$ cat src/rtl/pcs_pkg.sv
// Shared 40G/100G PCS definitions: sync-header codes, block-lock FSM states
// and the 66-bit block layout as delivered by the RX gearbox.
package pcs_pkg;

    localparam logic [1:0] SH_DATA = 2'b01;
    localparam logic [1:0] SH_CTRL = 2'b10;

    typedef enum logic [1:0] {
        HUNT      = 2'd0,
        LOCKED    = 2'd1,
        SLIP_WAIT = 2'd2
    } lock_state_t;

    // Header sits in the low two bits, matching blk_in[1:0].
    typedef struct packed {
        logic [63:0] payload;
        logic [1:0]  hdr;
    } block_t;

    function automatic logic sh_valid(input logic [1:0] hdr);
        return (hdr == SH_DATA) || (hdr == SH_CTRL);
    endfunction

endpackage

$ cat src/rtl/block_lock_64b66b.sv
// 64b/66b RX block synchronizer: hunts for sync-header alignment with gearbox
// slips, holds lock with a windowed invalid-header count, forwards payload.
import pcs_pkg::*;

module block_lock_64b66b #(
    parameter int SH_CNT_MAX    = 64,
    parameter int SH_INVLD_MAX  = 16,
    parameter int SLIP_WAIT_CYC = 4
) (
    input  logic        CLK,
    input  logic        rst,
    input  logic [65:0] blk_in,
    input  logic        blk_valid,
    output logic        slip,
    output logic        block_lock,
    output logic [63:0] data_out,
    output logic [1:0]  hdr_out,
    output logic        data_valid,
    output logic        hdr_err,
    output logic [1:0]  fsm_state
);

    localparam int SW = $clog2(SH_CNT_MAX + 1);
    localparam int IW = $clog2(SH_INVLD_MAX + 1);
    localparam int WW = $clog2(SLIP_WAIT_CYC + 1);

    localparam logic [SW-1:0] SH_LAST   = SW'(SH_CNT_MAX - 1);
    localparam logic [SW-1:0] SH_ONE    = SW'(1);
    localparam logic [IW-1:0] INV_LAST  = IW'(SH_INVLD_MAX - 1);
    localparam logic [IW-1:0] INV_ONE   = IW'(1);
    localparam logic [WW-1:0] WAIT_LAST = WW'(SLIP_WAIT_CYC - 1);
    localparam logic [WW-1:0] WAIT_ONE  = WW'(1);

    lock_state_t   state, state_n;
    logic [SW-1:0] sh_cnt, sh_cnt_n;
    logic [IW-1:0] sh_invld_cnt, sh_invld_cnt_n;
    logic [WW-1:0] wait_cnt, wait_cnt_n;
    logic          lock_n, slip_n;
    block_t        blk;
    logic          hdr_ok;

    assign blk       = block_t'(blk_in);
    assign hdr_ok    = sh_valid(blk.hdr);
    assign fsm_state = state;

    // Counters are compared against max-1 so the transition fires on the
    // edge that samples the limiting header, not one block later.
    always_comb begin
        state_n        = state;
        sh_cnt_n       = sh_cnt;
        sh_invld_cnt_n = sh_invld_cnt;
        wait_cnt_n     = wait_cnt;
        lock_n         = block_lock;
        slip_n         = 1'b0;
        case (state)
            HUNT: begin
                if (blk_valid) begin
                    if (!hdr_ok) begin
                        state_n        = SLIP_WAIT;
                        slip_n         = 1'b1;
                        sh_cnt_n       = '0;
                        sh_invld_cnt_n = '0;
                    end else if (sh_cnt == SH_LAST) begin
                        state_n        = LOCKED;
                        lock_n         = 1'b1;
                        sh_cnt_n       = '0;
                        sh_invld_cnt_n = '0;
                    end else begin
                        sh_cnt_n = sh_cnt + SH_ONE;
                    end
                end
            end
            LOCKED: begin
                if (blk_valid) begin
                    // Invalid limit is checked first so it wins a tie with window end.
                    if (!hdr_ok && (sh_invld_cnt == INV_LAST)) begin
                        state_n        = SLIP_WAIT;
                        lock_n         = 1'b0;
                        slip_n         = 1'b1;
                        sh_cnt_n       = '0;
                        sh_invld_cnt_n = '0;
                    end else if (sh_cnt == SH_LAST) begin
                        sh_cnt_n       = '0;
                        sh_invld_cnt_n = '0;
                    end else begin
                        sh_cnt_n = sh_cnt + SH_ONE;
                        if (!hdr_ok) begin
                            sh_invld_cnt_n = sh_invld_cnt + INV_ONE;
                        end
                    end
                end
            end
            SLIP_WAIT: begin
                if (wait_cnt == WAIT_LAST) begin
                    state_n    = HUNT;
                    wait_cnt_n = '0;
                end else begin
                    wait_cnt_n = wait_cnt + WAIT_ONE;
                end
            end
            default: begin
                state_n = HUNT;
            end
        endcase
    end

    always_ff @(posedge CLK) begin
        if (!rst) begin
            state        <= HUNT;
            sh_cnt       <= '0;
            sh_invld_cnt <= '0;
            wait_cnt     <= '0;
            block_lock   <= 1'b0;
            slip         <= 1'b0;
        end else begin
            state        <= state_n;
            sh_cnt       <= sh_cnt_n;
            sh_invld_cnt <= sh_invld_cnt_n;
            wait_cnt     <= wait_cnt_n;
            block_lock   <= lock_n;
            slip         <= slip_n;
        end
    end

    // Forwarding qualifies on the registered lock, so the locking block is
    // not forwarded but the block that loses lock still is.
    always_ff @(posedge CLK) begin
        if (!rst) begin
            data_out   <= '0;
            hdr_out    <= '0;
            data_valid <= 1'b0;
            hdr_err    <= 1'b0;
        end else if (blk_valid && block_lock) begin
            data_out   <= blk.payload;
            hdr_out    <= blk.hdr;
            data_valid <= 1'b1;
            hdr_err    <= !hdr_ok;
        end else begin
            data_valid <= 1'b0;
            hdr_err    <= 1'b0;
        end
    end

endmodule

$ cat config.mk
export PLATFORM = sky130hd
export DESIGN_NAME = block_lock_64b66b
export DESIGN_NICKNAME = d
export VERILOG_FILES = /design/src/rtl/pcs_pkg.sv /design/src/rtl/block_lock_64b66b.sv
export SDC_FILE = /design/constraint.sdc
export NUM_CORES = 1
export LEC_CHECK = 0
export CAP_MARGIN = 20
export CORE_AREA = 2 2 93 95
export CTS_CLUSTER_SIZE = 10
export DETAILED_ROUTE_END_ITERATION = 8
export DIE_AREA = 0 0 95 97
export PLACE_DENSITY_LB_ADDON = 0.15
export SYNTH_ARGS = -nofsm -noshare
export SYNTH_HDL_FRONTEND = slang
export SYNTH_SLANG_ARGS = --single-unit
$ cat constraint.sdc
create_clock -name CLK -period 2.04 [get_ports CLK]
set_input_delay 0.408 -clock CLK [delete_from_list [all_inputs] [get_ports CLK]]
set_output_delay 0.408 -clock CLK [all_outputs]
set_load 0.005 [all_outputs]
==> results of run 1 <==
## metal layers
metal	routed length (um)	track usage	vias up	share of wire
met2	4140	0.319	81	0.49
met3	557	0.0389	15	0.065
met5	0	0	-	0
met1	3640	0.216	1351	0.43
li1	-	-	1566	-
met4	184	0.0792	0	0.022
## critical path: stages, from the launching register on
cell	delay, ns
dfxtp_1	0.34
ha_1	0.22
and3_1	0.19
ha_1	0.24
nor3b_2	0.29
nand2b_1	0.11
a221oi_1	0.31
a41o_1	0.14
## power groups by stage
stage | combinational, mW | sequential (mW) | clock, mW
after floorplan | 0.0809 | 1.75 | 0
after global placement | 0.242 | 1.75 | 0
after detailed placement | 0.244 | 1.76 | 0
after CTS | 0.247 | 1.72 | 1.23
after global routing | 0.266 | 1.72 | 1.29
final | 0.244 | 1.72 | 1.18
## kinds of logic (layout without fill, tap and decap cells)
kind of cell	after synthesis	count (layout)	synth area share
simple gates	183	183	0.230
xor+xnor	7	7	0.0201
compound gates	87	87	0.189
flops	87	87	0.508
buf+inv	29	169	0.0354
fa+ha+maj	4	4	0.0146
mux	1	1	0.00328
## synth_stat cells, drive strengths merged, types with 2 or more instances
| cell | number |
|---|---|
| dfxtp | 87 |
| a21boi | 67 |
| nand2 | 148 |
| xor2 | 4 |
| nand3 | 3 |
| and3 | 3 |
| ha | 4 |
| o21ai | 5 |
| a22o | 2 |
| nor2b | 3 |
| nor2 | 8 |
| inv | 5 |
| clkbuf | 11 |
| nor3 | 4 |
| xnor2 | 3 |
| a21oi | 5 |
| buf | 13 |
| nand2b | 3 |
| nand4 | 2 |
| and2 | 4 |
## area by class of cell
| cell class | instances | area, um^2 | area share |
|---|---|---|---|
| multi-input cells | 282 | 1570 | 0.306 |
| repair buffers | 148 | 1480 | 0.288 |
| clock buffers | 9 | 124 | 0.0241 |
| well taps | 105 | 131 | 0.0256 |
| inverters | 5 | 18.8 | 0.00365 |
| clock inverters | 7 | 72.6 | 0.0141 |
| flip-flops and latches | 87 | 1740 | 0.339 |
## through the flow
stage / setup slack, ns / util / total power, mW / instances / hold slack, ns
after floorplan: 0.356 / - / 1.83 / 398 / 0.409
after global placement: 0.201 / 0.608 / 2.00 / 627 / 0.416
after detailed placement: 0.107 / 0.608 / 2.00 / 627 / 0.420
after CTS: 0.154 / 0.632 / 3.19 / 643 / 0.419
after global routing: 0.0301 / 0.632 / 3.27 / 643 / 0.438
final: 0.155 / 0.632 / 3.14 / 643 / 0.431
## flip-flops by register name, indices dropped and copies added, names as in the netlist
register and count:
slip 1, data_valid 1, hdr_out 2, block_lock 1, wait_cnt 3, sh_invld_cnt 5
hdr_err 1, sh_cnt 7, data_out 64, fsm_state 2
## worst max-delay path by stage
stage | from | to | slack (ns) | cells after the start
after floorplan | sh_invld_cnt[0] | sh_invld_cnt[3] | 0.36 | 6
after global placement | blk_in[1] | sh_cnt[1] | 0.20 | 5
after CTS | sh_invld_cnt[0] | sh_invld_cnt[2] | 0.15 | 7
final | sh_invld_cnt[0] | sh_invld_cnt[2] | 0.16 | 7
after detailed placement | blk_valid | data_out[52] | 0.11 | 5
after global routing | sh_invld_cnt[0] | sh_cnt[1] | 0.03 | 7
==> flow_summary.toml, run 1 <==
[setup_path]
timing.rr.end = "sh_invld_cnt[2]"
r2r_cells = 7
critical_path_required_ns = 2.33
critPathMaxFanout = 5
path_class = "reg -> reg"
critPathCaptureType = "register"
regToRegStartpoint = "sh_invld_cnt[0]"
critPathLaunchType = "register"
critPathArrivalTime_ns = 2.18
r2r_setup_slack_ns = 0.16

[logic_synthesis]
ys_warn_count = 0
synth.area.top_cells = "dfxtp_1, nand2_1, a21boi_0"
synth_ff_type = "dfxtp_1"
yosysTopAreaCell = "dfxtp_1"
syn-mean-instance-area_um2 = 8.62
yosysSeqAreaShare = 0.508
ys_types = 42
synth_seq_cells = 87
yosys.area.top_type_share = 0.508
synth_edf_count = 0
synthCells = 398
syn_nets = 471
syn_area_um2 = 3430
ys_async_sr_fraction = 0

[hold_path]
hold_path.class = "in -> reg"
hp-start = "rst"
whs_path_depth = 3
holdPathEnd = "sh_cnt[6]"

[pwr]
power.density_nw_per_um2 = 611
swShare = 0.224
power_switching_uw = 704
intPower_mw = 2.44
vdd_drop_max_uv = 467
p_seq_frac = 0.546
total_leakage_power_nw = 1.76
power_frac_comb = 0.078
p_clk_frac = 0.376

[job]
max_cap_viol_count = 0

[final_layout]
drive_gt1_frac = 0.0743
nFillCells = 739
final_nets = 606
synthToLayoutAreaGrowth_pct = 49.9
finish.instance_area_um2 = 5140
num_antenna_cells = 0
final_cell_mix = "nand2_1, clkdlybuf4s50_1, dfxtp_1"
final_common_cell = "nand2_1"

[sta]
timing.final.crit_share = 0.924
fin_crit_ns = 1.88
slew_headroom = 0.749
slew_violations = 0
finalSetupViolCount = 0
worstMarginPinSlew_ns = 0.377
skew_ns = 0.00753
hold_viol = 0
fin_setup_tns_ns = 0
max_freq_mhz = 531
rsz0062_at_grt = "no"

[placed_design]
post-dp-hpwl_um = 6170
io_buffers = 140
placed_cell_area_um2 = 4940
gp_congestion = 0.759

[detailed_routing]
via_per_inst = 4.69
wl_um = 8520
drc = 0
drtPass1Iterations = 4
wl_per_cell_um = 13.2
dr_total_vias = 3013
ant_nets = 0
drt_iter0_markers = 88

[grt]
grt_pass1_wl_um = 13500
grt_pass1_vias = 2924
grt_usage = 0.184
antenna_found_initial = 0
grt_max_degree = 55
grt.overflow.total = 0

[cts]
htreeDepth = 3
cts_sinks = 87
ctsResizeCount = 0
root_buffer = "clkbuf_8"
clockBufferDepth = 2
cts.clk_slew.worst_paths_ns = 0.08
insertion_delay_ns = 0.35
cts_made_buffers = 9
cts_tree = "yes"
post_cts_buffers = 0
hold_buffers = 0

[floorplanning]
core-area_um2 = 8130
dieArea_um2 = 9220
initial_utilization = 0.422
die_y_um = 97
rows = 33
ios = 141
die_w_um = 95

[status]
status = "finished clean"
Power figures use the tool's default switching activity.
==> run 2, diff against run 1 <==
Settings changed: CORE_AREA 2 2 93 95 to 2 2 119 75, CTS_CLUSTER_SIZE 10 to unset, DIE_AREA 0 0 95 97 to 0 0 121 77.
==> flow_summary.toml, run 2 (synthesis results as in run 1) <==
[status]
status = "finished clean"

[detailed_routing]
drtPass1Iterations = 4
drc = 0
wl_um = 8640
wl_met3_um = 1020
routed.top_layer = "met4"
wl_per_cell_um = 13.3
via_per_inst = 4.71
wl_met1_um = 3830
routed-wl-met2_um = 3710
drt_iter0_markers = 148
dr_total_vias = 3058
ant_nets = 0

[final_layout]
final_cell_mix = "nand2_1, clkdlybuf4s50_1, dfxtp_1"
synthToLayoutAreaGrowth_pct = 54.8
finish.instance_area_um2 = 5310
final_nets = 606
largest_registers = "data_out x64, sh_cnt x7, sh_invld_cnt x5"
num_antenna_cells = 0
drive_gt1_frac = 0.0708
top_register = "data_out"
final_common_cell = "nand2_1"
largest_reg_flops = 64

[grt]
antenna_found_initial = 0
grt_max_degree = 51
grt.overflow.total = 0
grt_pass1_vias = 3012
grt_usage = 0.197
grt_pass1_wl_um = 14400

[pwr]
vdd_drop_max_uv = 562
power_switching_uw = 727
p_seq_frac = 0.465
p_clk_frac = 0.468
total_leakage_power_nw = 1.83
swShare = 0.197
intPower_mw = 2.97
power_frac_comb = 0.067
power.density_nw_per_um2 = 696
power_mw = 3.69

[sta]
worstMarginPinSlew_ns = 0.555
skew_ns = 0.00553
rsz0062_at_grt = "no"
fin_setup_tns_ns = 0
finalSetupViolCount = 0
hold_viol = 0
fin_crit_ns = 1.89
slew_violations = 0
slew_headroom = 0.630
max_freq_mhz = 528
timing.final.crit_share = 0.928

[floorplanning]
die_y_um = 77
rows = 26
core-area_um2 = 8230
die_w_um = 121
initial_utilization = 0.417
ios = 141
dieArea_um2 = 9320

[setup_path]
critPathCaptureType = "register"
critical_path_required_ns = 2.32
r2r_setup_slack_ns = 0.15
regToRegStartpoint = "sh_invld_cnt[0]"
critPathLaunchType = "register"
critPathArrivalTime_ns = 2.17
r2r_cells = 6
timing.rr.end = "sh_invld_cnt[0]"
critPathMaxFanout = 5
path_class = "reg -> reg"

[placed_design]
io_buffers = 140
gp_congestion = 0.846
placed_cell_area_um2 = 4990
post-dp-hpwl_um = 5980

[cts]
cts.clk_slew.worst_paths_ns = 0.06
cts_tree = "yes"
htreeDepth = 3
insertion_delay_ns = 0.33
cts_sinks = 87
post_cts_buffers = 0
root_buffer = "clkbuf_16"
cts_made_buffers = 9
clockBufferDepth = 2

[job]
max_cap_viol_count = 0

[hold_path]
holdPathEnd = "wait_cnt[2]"
hp-start = "wait_cnt[2]"
whs_path_depth = 2
hold_path.class = "reg -> reg"
## run 2: worst max path at each step
stage / start / end
3_3_place_gp: blk_valid / sh_cnt[5]
6_report: sh_invld_cnt[0] / sh_invld_cnt[0]
2_1_floorplan: sh_invld_cnt[0] / sh_invld_cnt[3]
4_1_cts: sh_invld_cnt[0] / sh_invld_cnt[0]
3_5_place_dp: blk_valid / data_out[13]
5_1_grt: sh_invld_cnt[0] / sh_invld_cnt[0]
## run 2: layout make-up
| type | instances | area [um^2] |
|---|---|---|
| Timing Repair Buffer | 148 | 1520 |
| Tap cell | 112 | 140 |
| Sequential cell | 87 | 1740 |
| Inverter | 5 | 18.8 |
| Clock buffer | 11 | 243 |
| Clock inverter | 4 | 70.1 |
| Fill cell | 684 | 2920 |
| Multi-Input combinational cell | 282 | 1580 |
## run 2: what timing repair did
action | 4_1_cts | 5_1_grt
hold buffers | 0 | 0
endpoints found under the setup margin | 0 | 1
resized for setup | 0 | 1
## run 2: layer usage
metal / vias up / track usage
met5: - / 0
met4: 0 / 0.0628
met3: 8 / 0.109
met2: 108 / 0.298
met1: 1369 / 0.239
li1: 1573 / -
## run 2: per-stage QoR
step	instances	util	hold WS [ns]	worst slack, ns
detailed placement	634	0.606	0.422	0.142
floorplan	398	-	0.409	0.356
CTS	649	0.644	0.430	0.166
finish	649	0.645	0.426	0.147
global route	649	0.645	0.459	0.00117
global placement	634	0.606	0.417	0.197
## run 2: worst max-delay path: stages (launching register included)
cell	delay, ns
dfxtp_1	0.33
ha_1	0.23
and3_1	0.19
ha_1	0.26
or3_4	0.37
nor3_2	0.27
mux2_2	0.20
## run 2: power by group through the flow
stage | logic, mW | clock network (mW) | registers (mW)
after global placement | 0.244 | 0 | 1.75
after CTS | 0.248 | 1.78 | 1.72
after detailed placement | 0.245 | 0 | 1.76
after floorplan | 0.0809 | 0 | 1.75
final | 0.248 | 1.73 | 1.72
after global routing | 0.270 | 1.85 | 1.72
